===== config.mk =====
export PLATFORM = sky130hd
export DESIGN_NAME = shared_mem_arbiter
export DESIGN_NICKNAME = d
export VERILOG_FILES = /design/src/rtl/nes_mem_pkg.sv /design/src/rtl/arb_rr2.sv /design/src/rtl/shared_mem_arbiter.sv
export SDC_FILE = /design/constraint.sdc
export NUM_CORES = 1
export LEC_CHECK = 0
export ABC_AREA = 1
export CAP_MARGIN = 20
export CORE_MARGIN = 2
export CORE_UTILIZATION = 43
export DETAILED_ROUTE_END_ITERATION = 8
export PLACE_DENSITY = 0.86
export SLEW_MARGIN = 10
export SYNTH_ARGS = -nofsm -noshare
export SYNTH_HDL_FRONTEND = slang
export SYNTH_SLANG_ARGS = --single-unit

===== constraint.sdc =====
create_clock -name clk_in -period 2.3 [get_ports clk_in]
set_clock_uncertainty 0.05 [all_clocks]
set_input_delay 0.23 -clock clk_in [delete_from_list [all_inputs] [get_ports clk_in]]
set_output_delay 0.23 -clock clk_in [all_outputs]
set_load 0.02 [all_outputs]

===== src/rtl/nes_mem_pkg.sv =====
// Shared types for the PRG/CHR memory arbiter: access FSM states and requester IDs.
package nes_mem_pkg;

  typedef enum logic [1:0] {
    IDLE   = 2'd0,
    SETUP  = 2'd1,
    ACCESS = 2'd2,
    HOLD   = 2'd3
  } state_t;

  localparam logic REQ_PRG = 1'b0;
  localparam logic REQ_CHR = 1'b1;

  // Picks the addressed byte lane out of a 16-bit memory word.
  function automatic logic [7:0] lane_byte(input logic [15:0] word, input logic hi);
    return hi ? word[15:8] : word[7:0];
  endfunction

endpackage


===== src/rtl/arb_rr2.sv =====
// Two-way grant: round-robin on ties, or fixed CHR priority when
// SHARED_MEM_ARB_CHR_PRIORITY_EN is defined. Grant is one-hot, indexed by requester ID.
module arb_rr2
  import nes_mem_pkg::*;
(
  input  logic       req_prg_i,
  input  logic       req_chr_i,
  input  logic       last_gnt_i,
  output logic [1:0] gnt_o
);

`ifdef SHARED_MEM_ARB_CHR_PRIORITY_EN
  logic unused_last;
  assign unused_last = last_gnt_i;
`endif

  always_comb begin
    gnt_o = 2'b00;
    if (req_prg_i && req_chr_i) begin
`ifdef SHARED_MEM_ARB_CHR_PRIORITY_EN
      gnt_o[REQ_CHR] = 1'b1;
`else
      if (last_gnt_i == REQ_CHR) gnt_o[REQ_PRG] = 1'b1;
      else                       gnt_o[REQ_CHR] = 1'b1;
`endif
    end else if (req_prg_i) begin
      gnt_o[REQ_PRG] = 1'b1;
    end else if (req_chr_i) begin
      gnt_o[REQ_CHR] = 1'b1;
    end
  end

endmodule


===== src/rtl/shared_mem_arbiter.sv =====
// Arbitrates PRG and CHR byte requesters onto one 16-bit async SRAM port.
// Define SHARED_MEM_ARB_CHR_PRIORITY_EN for fixed CHR priority instead of round-robin.
module shared_mem_arbiter
  import nes_mem_pkg::*;
#(
  parameter int ACCESS_CYCLES = 4
) (
  input  logic        clk_in,
  input  logic        rst_in,
  input  logic        prg_req_in,
  input  logic        prg_we_in,
  input  logic [23:0] prg_a_in,
  input  logic [7:0]  prg_d_in,
  output logic [7:0]  prg_d_out,
  output logic        prg_ack_out,
  input  logic        chr_req_in,
  input  logic        chr_we_in,
  input  logic [23:0] chr_a_in,
  input  logic [7:0]  chr_d_in,
  output logic [7:0]  chr_d_out,
  output logic        chr_ack_out,
  output logic [22:0] mem_a_out,
  input  logic [15:0] mem_d_in,
  output logic [15:0] mem_d_out,
  output logic        mem_d_oe_out,
  output logic        mem_ce_n_out,
  output logic        mem_oe_n_out,
  output logic        mem_we_n_out,
  output logic        mem_lb_n_out,
  output logic        mem_ub_n_out,
  output logic        busy_out
);

  localparam logic [3:0] CNT_LOAD = 4'(ACCESS_CYCLES - 1);

  state_t      state_q, state_d;
  logic [3:0]  cnt_q, cnt_d;
  logic        gnt_id_q, gnt_id_d;
  logic        we_q, we_d;
  logic [23:0] a_q, a_d;
  logic [7:0]  d_q, d_d;
  logic [7:0]  prg_rd_q, prg_rd_d;
  logic [7:0]  chr_rd_q, chr_rd_d;
  logic        last_gnt;
  logic [1:0]  gnt;

`ifdef SHARED_MEM_ARB_CHR_PRIORITY_EN
  assign last_gnt = REQ_CHR;
`else
  logic last_q, last_d;
  assign last_gnt = last_q;
`endif

  arb_rr2 u_arb (
    .req_prg_i  (prg_req_in),
    .req_chr_i  (chr_req_in),
    .last_gnt_i (last_gnt),
    .gnt_o      (gnt)
  );

  always_comb begin
    state_d  = state_q;
    cnt_d    = cnt_q;
    gnt_id_d = gnt_id_q;
    we_d     = we_q;
    a_d      = a_q;
    d_d      = d_q;
    prg_rd_d = prg_rd_q;
    chr_rd_d = chr_rd_q;
`ifndef SHARED_MEM_ARB_CHR_PRIORITY_EN
    last_d   = last_q;
`endif
    case (state_q)
      IDLE: begin
        if (gnt != 2'b00) begin
          state_d  = SETUP;
          gnt_id_d = gnt[REQ_CHR] ? REQ_CHR : REQ_PRG;
          we_d     = gnt[REQ_CHR] ? chr_we_in : prg_we_in;
          a_d      = gnt[REQ_CHR] ? chr_a_in  : prg_a_in;
          d_d      = gnt[REQ_CHR] ? chr_d_in  : prg_d_in;
`ifndef SHARED_MEM_ARB_CHR_PRIORITY_EN
          last_d   = gnt[REQ_CHR] ? REQ_CHR : REQ_PRG;
`endif
        end
      end
      SETUP: begin
        state_d = ACCESS;
        cnt_d   = CNT_LOAD;
      end
      ACCESS: begin
        if (cnt_q == 4'd0) begin
          state_d = HOLD;
          // Read data is taken on the edge that closes the strobe window.
          if (!we_q) begin
            if (gnt_id_q == REQ_CHR) chr_rd_d = lane_byte(mem_d_in, a_q[0]);
            else                     prg_rd_d = lane_byte(mem_d_in, a_q[0]);
          end
        end else begin
          cnt_d = cnt_q - 4'd1;
        end
      end
      HOLD:    state_d = IDLE;
      default: state_d = IDLE;
    endcase
  end

  always_ff @(posedge clk_in) begin
    if (rst_in) begin
      state_q  <= IDLE;
      cnt_q    <= 4'd0;
      gnt_id_q <= REQ_PRG;
      we_q     <= 1'b0;
      a_q      <= 24'd0;
      d_q      <= 8'd0;
      prg_rd_q <= 8'h00;
      chr_rd_q <= 8'h00;
`ifndef SHARED_MEM_ARB_CHR_PRIORITY_EN
      last_q   <= REQ_CHR;
`endif
    end else begin
      state_q  <= state_d;
      cnt_q    <= cnt_d;
      gnt_id_q <= gnt_id_d;
      we_q     <= we_d;
      a_q      <= a_d;
      d_q      <= d_d;
      prg_rd_q <= prg_rd_d;
      chr_rd_q <= chr_rd_d;
`ifndef SHARED_MEM_ARB_CHR_PRIORITY_EN
      last_q   <= last_d;
`endif
    end
  end

  // Ack is masked by reset so an access aborted in HOLD never completes.
  always_comb begin
    busy_out     = (state_q != IDLE);
    mem_ce_n_out = ~busy_out;
    mem_oe_n_out = ~((state_q == ACCESS) && !we_q);
    mem_we_n_out = ~((state_q == ACCESS) && we_q);
    mem_lb_n_out = ~(busy_out && !a_q[0]);
    mem_ub_n_out = ~(busy_out && a_q[0]);
    mem_d_oe_out = busy_out && we_q;
    mem_d_out    = {d_q, d_q};
    mem_a_out    = a_q[23:1];
    prg_ack_out  = (state_q == HOLD) && (gnt_id_q == REQ_PRG) && !rst_in;
    chr_ack_out  = (state_q == HOLD) && (gnt_id_q == REQ_CHR) && !rst_in;
    prg_d_out    = prg_rd_q;
    chr_d_out    = chr_rd_q;
  end

endmodule


### Word level (Yosys, flattened, before mapping)

Cells that the tools add are included.

* register bits: 57
* input port bits: 86

* reductions and logical operators: 23
* add/sub/neg operators: 1
* bitwise logic cells: 7
* eq/ne operators: 6
* muxes and demuxes: 16

Operators with widths (count)
* 2-to-1 mux 24 bit: 1
* 2-to-1 mux 8 bit: 2
* logical AND 1 bit: 10
* one-hot mux 2 bit (4 select lines): 1
* one-hot mux 4 bit (2 select lines): 1
* AND reduction 4 bit: 2
* 2-to-1 mux 1 bit: 7
* NOT 1 bit: 7
* 2-to-1 mux 2 bit: 3
* != test 2 bit (second input constant): 3
* AND reduction 2 bit: 3
* nonzero test 2 bit: 3
* == test 2 bit (second input constant): 2
* zero test 4 bit: 1
* 2-to-1 mux 4 bit: 1
* subtractor 4 x 1 -> 4 bit (second input constant): 1
* zero test 1 bit: 3
* == test 2 x 1 -> 1 bit (second input constant): 1
* zero test 2 bit: 1

### Longest topological paths before layout

* depth after elaboration: 6
* mapped depth: 9
* depth with buffers taken out: 9

### By module

Synthesis repeated with hierarchy kept, for this count alone.

* cells, all modules: 470
* area total of the unflattened synthesis: 3032.9 µm²

Modules (own cells, without submodules)
* shared_mem_arbiter: times used 1, area an instance 3011.6 µm², seq. area each 1141.1 µm², cells each 465
* arb_rr2: times used 1, area an instance 21.3 µm², seq. area each 0.0 µm², cells each 5

### Worst setup path after synthesis

OpenSTA, ideal clock, no wires.

* path kind: reg-to-reg
* start point: reg state_q[0]
* end point: reg chr_rd_q[7] (netlist: chr_d_out[7])
* clock period less this slack: 1.542 ns
* arrival: 1.379 ns
* setup slack: 0.758 ns
* required time: 2.137 ns
* cell stages (with the launch flop): 9
* library setup time: 0.113 ns
* cell sequence: dfxtp_1 -> inv_1 -> ha_1 -> nand2_4 -> nor3_4 -> buf_6 -> nand2_1 -> nand2_1 -> nor2_1

* cells in the longest elaborated chain, start to end: 2

RTL lines
* start: declaration: RTL line shared_mem_arbiter.sv:36 `state_t state_q, state_d;`
* start signal: assignment: RTL line shared_mem_arbiter.sv:121 `state_q <= state_d;`
* == test 2 bit: RTL line shared_mem_arbiter.sv:73 `case (state_q)`
* AND reduction 4 bit (no source line)
* end signal: assignment: RTL line shared_mem_arbiter.sv:128 `chr_rd_q <= chr_rd_d;`
* end: declaration: RTL line shared_mem_arbiter.sv:43 `logic [7:0] chr_rd_q, chr_rd_d;`

Every way passes these cells.
A chain may end at the register's enable or synchronous reset.

### Worst setup path in the final report

* start point: reg state_q[1]
* end point: out mem_lb_n_out

* cells in the longest elaborated chain, start to end: 3

RTL lines
* nonzero test 2 bit: RTL line shared_mem_arbiter.sv:137 `busy_out = (state_q != IDLE);`
* logical AND 1 bit: RTL line shared_mem_arbiter.sv:141 `mem_lb_n_out = ~(busy_out && !a_q[0]);`
* NOT 1 bit: RTL line shared_mem_arbiter.sv:141
* end: declaration: RTL line shared_mem_arbiter.sv:29 `output logic mem_lb_n_out,`

Every way passes these cells.

==> run metrics <==
Total Routing Usage GR 20.3%; Slew Limit Fails 0; DP Cell Count 631; f_max 0.455 GHz; H-tree lvl count 3; Die ar. 7520 µm²; crit-path max FO 8; post-CTS setup buffer count 0; Iter 0 DRT Violations 59; Die X 86.7 µm; Core Area 6720 µm²; fin crit share 95.6%; # clock sinks 57; Max-Cap Viols 0; CP peak stage delay 0.56 ns; DRC 0; Reg2Reg Setup Slack 0.47 ns; routability cong. 0.834; flops & latches, synth 57; EDFF count, synth 0; Synth area leaders dfxtp_1 (39%), nand2_1 (19%), nor2_1 (14%), buf_4 (7.9%), o21ai_0 (6.0%); # rows 30; Post-Synthesis Cells 445; vias per inst 4.77; power per cell area 1170 nW/µm²; height of the die 86.7 µm; post-CTS sizing 0; Post-Syn Nets 536; Initial Util 43.8%; Final ANT Viol Nets 0; CTS tree done; Max-slew headroom 60.7%; layout cells sized above 1 5.29%; Final #Nets 653; Syn-to-layout area delta 52.9%; final instance count without filler cells 647; number of buffers inserted by port buffering 149; Mapped Area 2940 µm²; Period minus WS final 2.20 ns; Arr. time, crit path 1.92 ns; IO Pins 150; number of antenna violations at the first check in global routing 0; number of buffers created by CTS 9; RSZ-0062 raised after global routing false; status completed; TNS Setup 0 ns; Slew @ Worst Pin 0.588 ns; drt total wl 7.77 mm; Crit-path slowest cell clkdlybuf4s50_1; Final Hold Viols 0; largest net degree at the start of global routing 53; first-pass GRT wire length 12.3 mm; CTS Buffer Depth 2; top cell type's share of synthesized area 38.8%; final setup vio count 0; dpl cell area 4260 µm²; Yosys cell types 22; post-synth top area cell dfxtp_1; Leak Pwr 1.98 nW; cts hold-fix bufs 0; asr flop ratio synth 0%; most frequent cells after synthesis nand2_1 (147), nor2_1 (106), dfxtp_1 (57); count leader, synth nand2_1; DP HPWL 5.86 mm; Fin Hold WS 0.422 ns; synth warn 0; CP Class flip-flop to output pin; Ant. Diodes 0; total number of vias 3086; clk_lat worst skew 0.32 ns; Clock transition at path regs 0.06 ns; post-route cell area 4500 µm²; Worst VDD drop 642 µV; Req. time, crit path 2.02 ns; Root Driver clkbuf_8; type of the tightest min-delay check flip-flop to flip-flop; Critical Path End Type output pin; crit-path cells inv_1 -> ha_1 -> or2_2 -> clkdlybuf4s50_1; Routed wire per std cell 12.0 µm; startpoint types flip-flop; GRT Residual Overflow 0; number of global-route vias before repair 2886; Mean Syn Cell Area 6.61 µm²; First-pass DRT Iterations 4; part of the Yosys area used for sequential elements 38.8%; Total Power 5.25 mW; top_reg_cell synth dfxtp_1; Fill cells 547
stage by stage:
| step | utilization, % | setup WS (ns) |
|---|---|---|
| final | 67.0 | 0.102 |
| after global routing | 67.0 | 0.0117 |
| after CTS | 67.0 | 0.0816 |
| after detailed placement | 63.4 | 0.397 |
| after global placement | 63.4 | 0.435 |
| after floorplan | - | 0.758 |
critical path: cells and delay by family, from the launching register on:
| kind | cells | cell delay [ns] |
|---|---|---|
| buffers and inverters | 2 | 0.64 |
| flip-flops | 1 | 0.38 |
| AND/OR/NAND/NOR | 1 | 0.30 |
| adder cells (fa/ha/maj) | 1 | 0.28 |
per-layer routing:
metal  global-route usage, %  vias up  routed length [µm]
met1                    21.2     1374                3100
met2                    37.8      124                3900
met5                       0        -                   0
met3                    7.05       11                 635
met4                    6.53        0                 126
li1                        -     1577                   -
worst paths after layout:
path              cells past startpoint           end  startpoint
hold / removal                        2      last_gnt    last_gnt
hold reg to reg                       2      last_gnt    last_gnt
setup / recovery                      4  mem_lb_n_out  state_q[1]
setup reg to reg                      7  chr_d_out[1]  state_q[0]
area by class of cell:
cell class / instances / area, µm² / share of cell area [%]
Tap cell: 80 / 100 / 2.22
Clock inverter: 6 / 105 / 2.34
Sequential cell: 57 / 1140 / 25.4
Inverter: 15 / 56.3 / 1.25
Multi-Input combinational cell: 322 / 1410 / 31.3
Timing Repair Buffer: 157 / 1550 / 34.5
Clock buffer: 10 / 138 / 3.06
registers in the layout (all words and copies together) (netlist names):
name	flops
prg_d_out	8
state_q	2
last_gnt	1
a_q	24
gnt_id_q	1
chr_d_out	8
we_q	1
cnt_q	4
d_q	8
cell usage in the layout, fill, tap and decap left out:
cell type,n
nor2_1,106
buf_4,8
inv_1,14
mux2i_1,8
ha_1,5
bufinv_16,3
nand2_4,1
clkinv_2,3
clkinv_1,1
clkbuf_8,10
dfxtp_1,57
clkdlybuf4s50_1,149
nand4_1,1
nor3_4,2
or2_2,1
o21ai_0,35
nand2_2,2
nor3_1,3
a21oi_1,6
nand2_1,147
nand3_1,4
o211ai_1,1
logic make-up (layout without fill, tap and decap cells):
family	after synthesis	count (layout)	synth area share [%]
flip-flops	57	57	38.8
multiplexers	8	8	2.72
buffers and inverters	66	188	13.4
AND/OR/NAND/NOR	267	267	35.8
AO/OA/AOI/OAI	42	42	7.23
adder cells (fa/ha/maj)	5	5	2.13
power breakdown:
group          internal, mW  leakage, nW  switching (mW)  total (mW)
combinational          1.15         1.39            1.42        2.57
sequential             1.33        0.470           0.215        1.55
clock                 0.744        0.126           0.391        1.13
No activity file was read; power rests on OpenSTA's default activity.
==> edit: new RTL, same flow settings <==
The 4 states of `state_t` get a one-hot encoding in 4 bits.
--- a/src/rtl/nes_mem_pkg.sv
+++ b/src/rtl/nes_mem_pkg.sv
@@ -3,7 +3,7 @@
 
-  typedef enum logic [1:0] {
-    IDLE   = 2'd0,
-    SETUP  = 2'd1,
-    ACCESS = 2'd2,
-    HOLD   = 2'd3
+  typedef enum logic [3:0] {
+    IDLE   = 4'b0001,
+    SETUP  = 4'b0010,
+    ACCESS = 4'b0100,
+    HOLD   = 4'b1000
   } state_t;
Check against the original RTL: no difference found for any inputs over 10 cycles, from zero or initial values and one cycle with rst_in high; not proved beyond that.
==> edit against the unedited design <==
  * Cell area up 0.67%
  * Count of clock-buffer cells in the layout increased by 2
  * Routed wire length is 2.4% higher
  * Worst setup slack improved by 0.036 ns
  * Total power is 33% lower
  * Synthesized area grew 3.7%
  * Sequential cell count increased by 2
==> edit: results <==
metrics = {
    "outcome": {
        "status": "finished clean",
    },
    "worst_setup_path": {
        "ff2ff_setup_slack_ns": 0.70,
        "crit_arrival_ns": 1.88,
        "slowest_delay_ns": 0.59,
        "reg2reg_depth": 6,
        "regToRegEndpoint": "d_q[1]$_SDFFE_PP0P_",
    },
    "grt": {
        "grt_first_pass_wirelength_um": 12850,
        "grt_util_all_layers_pct": 21.34,
    },
    "final_layout": {
        "inverters": 17,
        "seq_cell_count": 59,
        "fillerInstances": 587,
        "nMultiInputCombCells": 324,
        "bufAreaShareNonClock_pct": 33.58,
        "regArea_sq_mm": 0.001181,
        "clockNetworkAreaShare_pct": 4.695,
    },
    "synth": {
        "synth.area.mux_share_pct": 2.624,
        "syn_nets": 538,
        "yosysSeqAreaShare_pct": 38.70,
    },
    "drt": {
        "wire_per_inst_um": 11.96,
        "first_iter_violations": 127,
    },
    "floorplan": {
        "core_area_sq_mm": 0.006832,
    },
    "power": {
        "internal-power_mw": 2.348,
        "ir_drop_mv": 0.4521,
        "cellLeakagePower_nw": 1.953,
    },
    "place": {
        "placed_area_sq_mm": 0.004318,
        "pre_cts_ws_ns": 0.3938,
    },
    "sta": {
        "hold_ws_ns": 0.4255,
        "tightestPinTransition_ns": 0.5933,
    },
}
## edit: changes by cell type after synthesis, sizes merged, moves of 2 or more
cell   unedited run  this run
nor2            106       115
ha                5         1
nand3             4         8
nor3              5         2
a21oi             6         4
dfxtp            57        59
inv              14        16
nand2           150       148
## edit: how the worst max path moves through the flow
stage,end,slack [ns],depth (start not counted),startpoint
after floorplan,mem_lb_n_out,0.91,4,state_q[2]$_SDFFE_PP0P_
after global placement,prg_ack_out,0.40,5,rst_in
after detailed placement,chr_ack_out,0.39,5,rst_in
after CTS,mem_lb_n_out,0.12,5,state_q[2]$_SDFFE_PP0P_
after global routing,mem_lb_n_out,0.04,5,state_q[2]$_SDFFE_PP0P_
final,mem_lb_n_out,0.14,5,state_q[2]$_SDFFE_PP0P_
## edit: metal layers
layer,track usage [%],wire [um]
met1,22.66,3228
met2,39.10,4131
met3,5.690,418
met4,10.06,178
met5,0,0
